<file path="src/rtl/piso_shift_tx.sv">
// piso_shift_tx: parallel-in/serial-out transmit register.
// A WIDTH-bit word is captured on a valid/ready handshake. It is then
// shifted onto a 1-bit link, one bit for each clock where the bit strobe
// en is high.
// Optional feature macro: PISO_PARITY_EN. When defined, an even-parity bit
// (XOR of the word) follows the last data bit in an extra PAR state.
// Every output comes directly from a flop.
module piso_shift_tx #(
  parameter int WIDTH     = 8,
  parameter bit MSB_FIRST = 1'b1
) (
  input  logic             clk,
  input  logic             reset,
  input  logic             en,
  input  logic [WIDTH-1:0] din,
  input  logic             load_valid,
  output logic             load_ready,
  output logic             sout,
  output logic             sout_valid,
  output logic             frame_start,
  output logic             done
);

  localparam int CNT_W = $clog2(WIDTH);
  localparam logic [CNT_W-1:0] LAST_BIT = CNT_W'(WIDTH - 1);

`ifdef PISO_PARITY_EN
  typedef enum logic [1:0] {IDLE, SHIFT, PAR} state_t;
`else
  typedef enum logic [1:0] {IDLE, SHIFT} state_t;
`endif

  state_t           state, state_d;
  logic [WIDTH-1:0] shreg, shreg_d;
  logic [CNT_W-1:0] bitcnt, bitcnt_d;
  logic             sout_d, sout_valid_d, frame_start_d, done_d, load_ready_d;
`ifdef PISO_PARITY_EN
  logic             par_bit, par_bit_d;
`endif

  // The bit that goes on the link first from a given register image.
  function automatic logic lead_bit(input logic [WIDTH-1:0] w);
    return MSB_FIRST ? w[WIDTH-1] : w[0];
  endfunction

  // Next-state and next-output logic.
  always_comb begin
    // NOTE: every signal gets a default first, so no path through this block can infer a latch.
    state_d       = state;
    shreg_d       = shreg;
    bitcnt_d      = bitcnt;
    sout_d        = sout;
    sout_valid_d  = sout_valid;
    frame_start_d = frame_start;
    done_d        = 1'b0;
`ifdef PISO_PARITY_EN
    par_bit_d     = par_bit;
`endif
    case (state)
      IDLE: begin
        // en plays no part in accepting a word. Only the handshake matters.
        if (load_valid && load_ready) begin
          state_d       = SHIFT;
          shreg_d       = din;
          bitcnt_d      = '0;
          sout_d        = lead_bit(din);
          sout_valid_d  = 1'b1;
          frame_start_d = 1'b1;
`ifdef PISO_PARITY_EN
          par_bit_d     = ^din;
`endif
        end
      end
      SHIFT: begin
        if (en) begin
          frame_start_d = 1'b0;
          if (bitcnt == LAST_BIT) begin
`ifdef PISO_PARITY_EN
            state_d      = PAR;
            sout_d       = par_bit;
`else
            state_d      = IDLE;
            done_d       = 1'b1;
            sout_d       = 1'b0;
            sout_valid_d = 1'b0;
`endif
          end else begin
            shreg_d  = MSB_FIRST ? (shreg << 1) : (shreg >> 1);
            bitcnt_d = bitcnt + 1'b1;
            sout_d   = lead_bit(shreg_d);
          end
        end
      end
`ifdef PISO_PARITY_EN
      PAR: begin
        if (en) begin
          state_d      = IDLE;
          done_d       = 1'b1;
          sout_d       = 1'b0;
          sout_valid_d = 1'b0;
        end
      end
`endif
      default: state_d = IDLE;
    endcase
    // Words are accepted only in IDLE. That includes the cycle in which done is high.
    load_ready_d = (state_d == IDLE);
  end

  // Control and output registers. Reset overrides every input, including a handshake that arrives with it.
  always_ff @(posedge clk) begin
    // NOTE: sequential state is written with non-blocking assignments only, so every flop samples pre-edge values.
    if (reset) begin
      state       <= IDLE;
      bitcnt      <= '0;
      sout        <= 1'b0;
      sout_valid  <= 1'b0;
      frame_start <= 1'b0;
      done        <= 1'b0;
      load_ready  <= 1'b1;
    end else begin
      state       <= state_d;
      bitcnt      <= bitcnt_d;
      sout        <= sout_d;
      sout_valid  <= sout_valid_d;
      frame_start <= frame_start_d;
      done        <= done_d;
      load_ready  <= load_ready_d;
    end
  end

  // Datapath registers. They are overwritten on every accept before they are read.
  always_ff @(posedge clk) begin
    // NOTE: the shift register is deliberately left out of reset. Nothing reads it outside SHIFT, and every frame loads it fresh.
    shreg   <= shreg_d;
`ifdef PISO_PARITY_EN
    par_bit <= par_bit_d;
`endif
  end

endmodule
</file>
<file path="config.mk">
export PLATFORM = sky130hd
export DESIGN_NAME = piso_shift_tx
export DESIGN_NICKNAME = d
export VERILOG_FILES = /design/src/rtl/piso_shift_tx.sv
export SDC_FILE = /design/constraint.sdc
export NUM_CORES = 1
export LEC_CHECK = 0
export ABC_AREA = 1
export CORE_MARGIN = 1
export CORE_UTILIZATION = 48
export CTS_BUF_LIST = sky130_fd_sc_hd__clkbuf_16
export DETAILED_ROUTE_END_ITERATION = 10
export PLACE_DENSITY_LB_ADDON = 0.2
export SYNTH_ARGS = -nofsm -noshare
export SYNTH_HDL_FRONTEND = slang
export SYNTH_SLANG_ARGS = --single-unit
</file>
<file path="constraint.sdc">
create_clock -name clk -period 2 [get_ports clk]
set_clock_uncertainty 0.1 [all_clocks]
set_input_delay 0.2 -clock clk [delete_from_list [all_inputs] [get_ports clk]]
set_output_delay 0.2 -clock clk [all_outputs]
set_load 0.05 [all_outputs]
</file>
==> impl_metrics.env <==
export IMPL_seqPwrFrac_pct=44.2
export IMPL_io_pins=17
export IMPL_slowest_stage="dfxtp_1"
export IMPL_io_buffers=16
export IMPL_insertion_delay_ns=0.24
export IMPL_cts_buffers_inserted=3
export IMPL_grt_overflow=0
export IMPL_cts_sinks=17
export IMPL_regArea_sq_um=410
export IMPL_fill_cells=120
export IMPL_drt_wl_total_um=1360
export IMPL_power_density_nw_per_um2=866
export IMPL_core_sq_um=1520
export IMPL_worstPathMaxFanout=7
export IMPL_end_kind="register"
export IMPL_vias=647
export IMPL_dp_final_hpwl_um=1020
export IMPL_post_route_period_util_pct=89.6
export IMPL_hold_class="register to register"
export IMPL_rsz0062_at_grt="false"
export IMPL_critical_path_class="register to register"
export IMPL_yosysWarnings=0
export IMPL_final_min_clock_period_ns=1.79
export IMPL_num_rows=14
export IMPL_clkPwrFrac_pct=41.9
export IMPL_setup_viol=0
export IMPL_crit_arrival_ns=1.61
export IMPL_postRouteAntennaNets=0
export IMPL_synth_distinct_cells=17
export IMPL_syn_inst=96
export IMPL_fin_nets=131
export IMPL_ys_ff_latch=17
export IMPL_crit_chain="ha_1, ha_1, a21oi_1, nand3_2, inv_1"
export IMPL_post_route_worst_setup_slack_ns=0.207
export IMPL_vdd_drop_max_mv=0.733
export IMPL_fp_dieW_um=42.6
export IMPL_antenna_cells=0
export IMPL_final_common_cell="nand2_1"
export IMPL_die_area_sq_um=1810
export IMPL_crit_path_start="bitcnt[0]"
export IMPL_hold_violations=0
export IMPL_synth_area_leaders="edfxtp_1 (27%), dfxtp_1 (25%), nand2_1 (15%)"
export IMPL_crit_required_ns=1.82
export IMPL_avgSynthCellArea_sq_um=8.24
export IMPL_cts_setup_buffers=0
export IMPL_ctsResizeCount=0
export IMPL_cp_common_cell="ha_1"
export IMPL_synth_area_sq_um=791
export IMPL_drcViolationCount=0
export IMPL_multi_input_area_sq_um=319
export IMPL_p_sw_w=0.000202
export IMPL_run_status="completed"
export IMPL_wl_per_cell_um=10.3
export IMPL_start_util_pct=51.9
export IMPL_slew_violations=0
export IMPL_swShare_pct=22.2
export IMPL_min_delay_start="frame_start"
export IMPL_crit_family="adder cells"
export IMPL_grt_max_degree=11
export IMPL_area_growth_pct=32.8
export IMPL_place_gp_congestion=0.763
export IMPL_p_int_w=0.000707
export IMPL_cts_htree_levels=1
export IMPL_place_inst=128
export IMPL_drv_cap=0
export IMPL_max_stage_delay_ns=0.32
export IMPL_die_height_um=42.6
export IMPL_startpoint_type="register"
export IMPL_timing_rr_start="bitcnt[0]"
export IMPL_whs_ns=0.359
export IMPL_grt_pass1_wl_um=2420
export IMPL_antenna_found_initial=0
export IMPL_firstDrtPassIters=4
export IMPL_r2r_slack_ns=0.21
export IMPL_p_total_w=0.000909
export IMPL_drive_above_1_share_pct=10.3
export IMPL_yosysTopAreaCell="edfxtp_1"
export IMPL_cts_tree="built"
export IMPL_first_global_vias=594
export IMPL_synth_fp_nets=110
export IMPL_synth_top_area_share_pct=26.6
export IMPL_path_buf_inv=1
export IMPL_tns_ns=0
export IMPL_vias_per_cell=4.90
export IMPL_cts_root_buf="clkbuf_16"
export IMPL_place_ws_ns=0.193
export IMPL_mostFrequentLayoutCells="nand2_1 (32), clkdlybuf4s50_1 (16), inv_1 (14)"
export IMPL_fmax_mhz=558
export IMPL_comb_power_share_pct=13.9
export IMPL_grt_usage_pct=17.7
export IMPL_power_leakage_nw=0.528
export IMPL_stdcell_count=132
export IMPL_drt_iter0_drc=16
export IMPL_clk_pin_slew_ns=0.05
export IMPL_clock_path_buffers=2
export IMPL_ys_seq_area_share_pct=51.9
export IMPL_postCtsHoldBufs=0
cells in the mapped netlist:
cell and instances:
a21oi_1 2, conb_1 1, dfxtp_1 10, edfxtp_1 7
ha_1 2, inv_1 13, inv_2 1, inv_6 1
nand2_1 32, nand2_4 3, nand3_1 8, nand3_2 1
nand3b_2 1, nand4_1 2, nor2_1 10, nor2_2 1
o21ai_2 1
worst reg2reg max path, stage by stage, from the launching register on:
cell and delay, ns:
dfxtp_1 0.32, ha_1 0.20, ha_1 0.21, a21oi_1 0.23, nand3_2 0.15, inv_1 0.26
final cells by class:
type	instances	share of cell area, %
repair buffers	16	15.3
multi-input cells	64	30.4
inverters	15	5.84
well taps	16	1.91
flip-flops and latches	17	39.1
clock inverters	1	0.358
clock buffers	3	7.15
kinds of logic (layout without fill, tap and decap cells):
logic type	after synthesis	count (layout)	synth area share, %
and+or+nand+nor	58	58	34.3
adders and majority gates	2	2	3.16
other	1	1	0.474
DFF	17	17	51.9
AOI/OAI and AO/OA	3	3	2.37
buffers and inverters	15	35	7.75
power groups by stage:
stage          clock (W)  sequential, W  combinational (W)
2_1_floorplan          0       0.000428          0.0000583
3_3_place_gp           0       0.000407           0.000124
3_5_place_dp           0       0.000409           0.000127
4_1_cts         0.000392       0.000402           0.000128
5_1_grt         0.000409       0.000404           0.000142
6_report        0.000381       0.000402           0.000126
worst paths after layout:
kind	endpoint	depth (start not counted)
setup / recovery	shreg[5]	5
hold / removal	frame_start	2
setup reg to reg	shreg[5]	5
hold reg to reg	frame_start	2
sequential cells by signal, summed over array words and instances, names as in the netlist:
name,cells
shreg,7
bitcnt,3
state,2
done,1
frame_start,1
load_ready,1
sout,1
sout_valid,1
per-layer routing:
metal / vias up / routed length (um) / track usage, %
li1: 339 / - / -
met1: 289 / 631 / 22.3
met2: 17 / 647 / 28.0
met3: 2 / 68 / 5.17
met4: 0 / 9 / 8.13
met5: - / 0 / 0
metrics by stage:
step,area (sq um),utilization (%)
2_1_floorplan,791,-
3_3_place_gp,971,63.7
3_5_place_dp,971,63.7
4_1_cts,1050,68.9
5_1_grt,1050,68.9
6_report,1050,68.9
No activity file was read; power rests on OpenSTA's default activity.
